[config.mk]
export PLATFORM = sky130hd
export DESIGN_NAME = cap_arb_mux_reg
export DESIGN_NICKNAME = d
export VERILOG_FILES = /design/src/rtl/cap_arb_pkg.sv /design/src/rtl/cap_arb_mux_reg_rr.sv /design/src/rtl/cap_arb_mux_reg.sv
export SDC_FILE = /design/constraint.sdc
export NUM_CORES = 1
export LEC_CHECK = 0
export ABC_CLOCK_PERIOD_IN_PS = 2390
export CORE_ASPECT_RATIO = 1.1
export CORE_MARGIN = 4
export CORE_UTILIZATION = 25
export CTS_CLUSTER_SIZE = 14
export DETAILED_ROUTE_END_ITERATION = 6
export GPL_TIMING_DRIVEN = 0
export SLEW_MARGIN = 0
export SYNTH_ARGS = -nofsm -noshare
export SYNTH_HDL_FRONTEND = slang
export SYNTH_HIERARCHICAL = 1
export SYNTH_SLANG_ARGS = --single-unit
[constraint.sdc]
create_clock -name clk -period 2.39 [get_ports clk]
set_clock_uncertainty 0.05 [all_clocks]
set_input_delay 0.239 -clock clk [delete_from_list [all_inputs] [get_ports clk]]
set_output_delay 0.239 -clock clk [all_outputs]
set_load 0.05 [all_outputs]
[src/rtl/cap_arb_pkg.sv]
// Shared types and default widths for the capture-register arbiter.
package cap_arb_pkg;

   typedef enum logic {
      SRC_A = 1'b0,
      SRC_B = 1'b1
   } src_e;

   typedef enum logic {
      EMPTY = 1'b0,
      FULL  = 1'b1
   } state_e;

   localparam int unsigned CAP_A_W = 8;
   localparam int unsigned CAP_B_W = 7;
   localparam int unsigned CAP_Q_W = 6;

endpackage

[src/rtl/cap_arb_mux_reg_rr.sv]
// Two-way round-robin grant logic; the caller owns the last-winner register.
module cap_arb_rr (
   input  logic en,
   input  logic req_a,
   input  logic req_b,
   input  logic last_b,
   output logic gnt_a,
   output logic gnt_b
);

   always_comb begin
      gnt_a = 1'b0;
      gnt_b = 1'b0;
      if (en) begin
         if (req_a && req_b) begin
            // Contention goes to whichever source did not win last time.
            gnt_a = last_b;
            gnt_b = !last_b;
         end else begin
            gnt_a = req_a;
            gnt_b = req_b;
         end
      end
   end

endmodule

[src/rtl/cap_arb_mux_reg.sv]
// Round-robin shared capture register with valid/ready output.
// Optional q_trunc output enabled by defining CAP_ARB_TRUNC_FLAG_EN.
module cap_arb_mux_reg
   import cap_arb_pkg::*;
#(
   parameter int unsigned A_WIDTH = CAP_A_W,
   parameter int unsigned B_WIDTH = CAP_B_W,
   parameter int unsigned Q_WIDTH = CAP_Q_W
) (
   input  logic               clk,
   input  logic               rst,
   input  logic               req_a,
   input  logic [A_WIDTH-1:0] data_a,
   output logic               gnt_a,
   input  logic               req_b,
   input  logic [B_WIDTH-1:0] data_b,
   output logic               gnt_b,
   output logic [Q_WIDTH-1:0] q,
   output logic               q_src,
   output logic               q_valid,
   input  logic               q_ready
`ifdef CAP_ARB_TRUNC_FLAG_EN
   ,
   output logic               q_trunc
`endif
);

   state_e             state_q, state_d;
   src_e               src_q;
   logic [Q_WIDTH-1:0] q_q;
   logic [Q_WIDTH-1:0] cap_d;
   logic               last_b_q;
   logic               can_load;
   logic               grant;

   // Grants are suppressed during reset so nothing is captured that cycle.
   assign can_load = !rst && ((state_q == EMPTY) || q_ready);

   cap_arb_rr u_rr (
      .en     (can_load),
      .req_a  (req_a),
      .req_b  (req_b),
      .last_b (last_b_q),
      .gnt_a  (gnt_a),
      .gnt_b  (gnt_b)
   );

   assign grant = gnt_a | gnt_b;
   assign cap_d = gnt_b ? Q_WIDTH'(data_b) : Q_WIDTH'(data_a);

   always_comb begin
      state_d = state_q;
      unique case (state_q)
         EMPTY: if (grant) state_d = FULL;
         FULL:  if (q_ready && !grant) state_d = EMPTY;
         default: state_d = EMPTY;
      endcase
   end

   always_ff @(posedge clk) begin
      if (rst) begin
         state_q  <= EMPTY;
         q_q      <= '0;
         src_q    <= SRC_A;
         last_b_q <= 1'b0;
      end else begin
         state_q <= state_d;
         if (grant) begin
            q_q      <= cap_d;
            src_q    <= gnt_b ? SRC_B : SRC_A;
            last_b_q <= gnt_b;
         end
      end
   end

`ifdef CAP_ARB_TRUNC_FLAG_EN
   logic trunc_d;
   logic trunc_q;

   // Shifting out the kept bits leaves only the discarded ones.
   assign trunc_d = gnt_b ? |(data_b >> Q_WIDTH) : |(data_a >> Q_WIDTH);

   always_ff @(posedge clk) begin
      if (rst) begin
         trunc_q <= 1'b0;
      end else if (grant) begin
         trunc_q <= trunc_d;
      end
   end

   assign q_trunc = trunc_q;
`endif

   assign q       = q_q;
   assign q_src   = src_q;
   assign q_valid = (state_q == FULL);

endmodule

==> results of run 1 <==
-- worst max-delay path by stage --
| stage | to | start | slack (ns) |
|---|---|---|---|
| 6_report | gnt_b | q_ready | 0.19 |
| 4_1_cts | gnt_a | q_ready | 0.02 |
| 5_1_grt | gnt_b | q_ready | 0.06 |
| 3_5_place_dp | gnt_b | q_ready | -0.12 |
| 3_3_place_gp | gnt_b | q_ready | -0.12 |
| 2_1_floorplan | q[0] | q_valid | 0.05 |
-- cell usage in the layout (no fill, tap or decap) --
cell type        synthesis  layout
clkdlybuf4s50_1          0      23
inv_1                    2       2
dlymetal6s2s_1           0       1
dlygate4sd2_1            0       1
clkbuf_4                 0       3
mux2i_1                  6       6
nand2b_1                 2       2
nor2b_1                  7       7
a211oi_1                 6       6
dfxtp_1                  8       8
buf_6                    1       1
clkbuf_1                 1       1
nand2_1                  2       2
a21oi_1                  4       3
a21oi_2                  0       1
nor2_1                   1       1
-- power by group through the flow --
stage | sequential (mW) | clock (mW) | combinational, mW
detailed placement | 0.154 | 0 | 0.136
global placement | 0.154 | 0 | 0.136
global route | 0.153 | 0.114 | 0.142
floorplan | 0.194 | 0 | 0.0386
finish | 0.152 | 0.101 | 0.134
CTS | 0.152 | 0.107 | 0.136
-- flip-flops by register name, summed over array words and instances, names as in the netlist --
register	cells
q	6
q_src	1
q_valid	1
-- per-stage QoR --
step	hold WS, ns	utilization	total power, mW
floorplan	0.380	-	0.233
global placement	0.434	0.463	0.290
detailed placement	0.442	0.463	0.290
CTS	0.315	0.479	0.395
global route	0.354	0.480	0.409
finish	0.325	0.480	0.388
-- layout make-up --
cell class                 count  area, um^2  share of cell area
multi-input combinational     28         196               0.292
tap                           16        20.0              0.0297
clock buffer                   3        22.5              0.0335
buffer                         2        15.0              0.0223
inverter                       2        7.51              0.0112
sequential                     8         160               0.238
timing repair buffer          25         251               0.374
-- repair_timing --
| action | CTS | global route |
|---|---|---|
| gates cloned | 0 | 0 |
| hold endpoints to repair | 0 | 0 |
| setup buffers | 0 | 0 |
| gates resized for setup | 1 | 1 |
| setup endpoints to repair | 1 | 1 |
| pin swaps | 0 | 0 |
-- routing by layer --
| layer | up-vias | wire length, um | global-route usage |
|---|---|---|---|
| met2 | 18 | 418 | 0.137 |
| met5 | - | 0 | 0 |
| met4 | 0 | 15 | 0.0585 |
| li1 | 194 | - | - |
| met3 | 2 | 110 | 0.0444 |
| met1 | 163 | 425 | 0.111 |
-- logic make-up (layout without fill, tap and decap cells) --
family	after synthesis	in the layout	synth area share
flops	8	8	0.427
mux	6	6	0.160
simple gates	12	12	0.180
buf+inv	4	32	0.0600
compound gates	10	10	0.173
-- critical path, stage by stage --
cell and delay [ns]:
clkdlybuf4s50_1 0.44, nand2b_1 0.11, nor2b_1 0.17, nand2_1 0.08, a21oi_2 0.30, dlygate4sd2_1 0.58
==> flow_summary.json, run 1 <==
{
  "synth-seq-cells": 8,
  "reg2reg_depth": 6,
  "synth_area_leaders": "dfxtp_1, mux2i_1, a211oi_1",
  "cts_tree": "built",
  "clkLatencyLatePin_ns": 0.25,
  "critical_path_class": "primary input to output port",
  "slew_headroom": 0.660,
  "worstHoldPathCells": 2,
  "dieWidth_um": 44.9,
  "postSynth.asyncResetShare": 0,
  "syn_area_per_cell_um2": 9.38,
  "rsz0062_at_grt": "false",
  "synth_common_cells": "dfxtp_1, nor2b_1, a211oi_1, mux2i_1, a21oi_1",
  "ys_seq_area_frac": 0.427,
  "antenna_found_initial": 0,
  "dieArea_um2": 2190,
  "worst-path-max-fanout": 9,
  "seq_power_share": 0.392,
  "synth_top_area_cell": "dfxtp_1",
  "endpoint_kind": "output port",
  "fmax_ghz": 0.454,
  "synth_top_area_frac": 0.427,
  "r2r_end": "q[2]",
  "ys.flop_type": "dfxtp_1",
  "swShare": 0.324,
  "drc_errors": 0,
  "layout_min_cycle_time_ns": 2.20,
  "drt_iter0_drc": 1,
  "gp_congestion": 0.636,
  "worst_slack_ns": 0.185,
  "finalHoldViolCount": 0,
  "finalCritPeriodShare": 0.922,
  "grt_pass1_vias": 394,
  "io_pins": 30,
  "dp_cells": 81,
  "synth_edf_count": 0,
  "overflow": 0,
  "switching_power_mw": 0.126,
  "grt_pass1_wl_mm": 1.54,
  "nets": 90,
  "fin_cells": 84,
  "clockBufferDepth": 2,
  "worst_slew_pin_slew_ns": 0.508,
  "tns_ns": 0,
  "track_usage": 0.0954,
  "core_area_um2": 1400,
  "first_pass_iters": 2,
  "routed_wirelength_um": 969,
  "post-place-ws_ns": -0.123,
  "clkPwrFrac": 0.262,
  "timing.rr.start": "q_valid",
  "ant_nets": 0,
  "status": "completed",
  "numCtsBuffers": 3,
  "maxSlewViolCount": 0,
  "postLayoutCellArea_um2": 673,
  "dp_hpwl_um": 719,
  "startpoint_type": "primary input",
  "antenna-diode-count": 0,
  "placed_area_um2": 649,
  "ir_drop_mv": 0.261,
  "routedWlPerCell_um": 11.5,
  "power.internal_mw": 0.262,
  "syn_inst": 40,
  "clk_pin_slew_ns": 0.05,
  "hp-start": "rst",
  "synth_cell_types": 11,
  "setup_viol": 0,
  "die_h_um": 48.6,
  "cp.required_ns": 2.10,
  "hp-class": "primary input to register",
  "pwr-share-comb": 0.347,
  "htreeDepth": 1,
  "min_to": "q_valid",
  "syn_nets": 60,
  "rows": 14,
  "io_buffers": 25,
  "synth.most_common_cell": "dfxtp_1",
  "syn_area_um2": 375,
  "power.leakage_nw": 0.257,
  "start_util": 0.268,
  "synthToLayoutAreaGrowth_pct": 79.3,
  "cts.sinks": 8,
  "max_cap_violations": 0,
  "cts-root-buf": "clkbuf_4",
  "rrSetupSlack_ns": 0.85,
  "yosys_warnings": 6,
  "vias_per_cell": 4.49,
  "grt_max_degree": 10,
  "fillers": 149,
  "postCtsHoldBufs": 0,
  "drive_gt1_frac": 0.0735,
  "worst_ep_arrival_time_ns": 1.92,
  "power.density_nw_per_um2": 576,
  "via_count": 377
}
Power figures use the tool's default switching activity.
==> run 2: changes to the inputs <==
CORE_MARGIN = unset   (was 4)
CTS_CLUSTER_SIZE = 20   (was 14)
==> run 2 against run 1 <==
Compared with the run above:
- combinational power about the same
- sequential cell count unchanged
- via count unchanged
- fmax down 0.54%
- critical path depth unchanged
- cell count unchanged
- total power up 0.91%
- sequential share of layout area unchanged
- design area unchanged
- count of clock-buffer cells in the layout unchanged
- first-iteration DRC count rose to 3.0 times the previous value
==> flow_summary.json, run 2 (synthesis results as in run 1) <==
{
  "finalHoldViolCount": 0,
  "crit_buf_inv": 2,
  "hp-class": "primary input to register",
  "dr.max_layer_used": "met4",
  "start_util": 0.271,
  "cts-root-buf": "clkbuf_4",
  "wl_met1_um": 464,
  "clk_pin_slew_ns": 0.06,
  "finalCritPeriodShare": 0.927,
  "worst_ep_arrival_time_ns": 1.93,
  "layout_min_cycle_time_ns": 2.22,
  "multi_input_area_um2": 196,
  "antenna-diode-count": 0,
  "ir_drop_mv": 0.294,
  "worst_slew_pin_slew_ns": 0.502,
  "drive_gt1_frac": 0.0735,
  "synthToLayoutAreaGrowth_pct": 79.3,
  "max_cap_violations": 0,
  "power.leakage_nw": 0.257,
  "power.density_nw_per_um2": 581,
  "timing.hold.ws_ns": 0.305,
  "regArea_um2": 160,
  "largest_reg_flops": 6,
  "first_pass_iters": 4,
  "drt_iter0_drc": 3,
  "endpoint_kind": "output port",
  "io_pins": 30,
  "grt_max_degree": 10,
  "status": "completed",
  "numCtsBuffers": 3,
  "cts.sinks": 8,
  "worst-path-max-fanout": 9,
  "grt_pass1_wl_mm": 1.51,
  "drc_errors": 0,
  "nets": 90,
  "slowest_stage": "dlygate4sd2_1",
  "slew_headroom": 0.664,
  "layout_commonest_cell": "clkdlybuf4s50_1",
  "cp_slowest_stage_delay_ns": 0.58,
  "setup_viol": 0,
  "via_count": 377,
  "htreeDepth": 1,
  "placed_area_um2": 649,
  "routedWlPerCell_um": 11.5,
  "vias_per_cell": 4.49,
  "fillers": 147,
  "p_total_mw": 0.391,
  "rsz0062_at_grt": "false",
  "crit_family": "buffers and inverters",
  "dp_hpwl_um": 698,
  "antenna_found_initial": 0,
  "overflow": 0,
  "ant_nets": 0,
  "post-place-ws_ns": -0.108,
  "layout_common_cells": "clkdlybuf4s50_1, dfxtp_1, nor2b_1, mux2i_1, a211oi_1",
  "clockBufferDepth": 2,
  "final_util": 0.486,
  "dr_wl_met3_um": 66,
  "dieWidth_um": 38.9,
  "track_usage": 0.136,
  "grt_pass1_vias": 327,
  "met2_wirelength_um": 426,
  "worst_slack_ns": 0.174,
  "cts_tree": "built",
  "postLayoutCellArea_um2": 673,
  "routed_wirelength_um": 968,
  "cp_cell_sequence": "clkdlybuf4s50_1 > nand2b_1 > nor2b_1 > nand2_1 > a21oi_2 > dlygate4sd2_1",
  "clkLatencyLatePin_ns": 0.25,
  "dieArea_um2": 1660,
  "startpoint_type": "primary input",
  "maxSlewViolCount": 0,
  "rrSetupSlack_ns": 0.80,
  "io_buffers": 25,
  "die_h_um": 42.6,
  "cp.required_ns": 2.10,
  "core_area_um2": 1380,
  "post-cts-setup-buffers": 0,
  "critical_path_class": "primary input to output port",
  "rows": 14,
  "fmax_ghz": 0.451,
  "gp_congestion": 0.612
}
[run 2: cell counts in the layout (fill, tap and decap cells not counted)]
No cell type changed its count.
[run 2: cell type report]
cell class | count | share of cell area
repair buffers | 25 | 0.374
multi-input cells | 28 | 0.292
flip-flops and latches | 8 | 0.238
clock buffers | 3 | 0.0335
well taps | 16 | 0.0297
plain buffers | 2 | 0.0223
inverters | 2 | 0.0112
[run 2: report_power, final]
group	total, mW	switching [mW]	leakage (nW)	internal [mW]
registers	0.151	0.00583	0.0661	0.145
clock network	0.105	0.0477	0.0138	0.0576
logic	0.135	0.0755	0.177	0.0595
[run 2: layer usage]
layer / up-vias / global-route usage
met4: 0 / 0.0621
met1: 162 / 0.180
met5: - / 0
met2: 16 / 0.183
met3: 2 / 0.0638
li1: 197 / -
[run 2: final timing paths]
check	start	end	cells after the start
setup / recovery	q_ready	gnt_b	6
hold / removal	rst	q_valid	2
setup reg to reg	q_valid	q[1]	6
hold reg to reg	q_valid	q_valid	2
[run 2: repair_timing]
item	CTS	global route
cloned	0	0
pin swaps	0	0
endpoints found under the setup margin	1	1
hold buffers	0	0
gates resized for setup	1	1
endpoints found under the hold margin	0	0
[run 2: through the flow]
stage	setup TNS (ns)	std cells
after global placement	-0.129	81
after global routing	0	84
after detailed placement	-0.108	81
after floorplan	0	40
after CTS	0	84
final	0	84
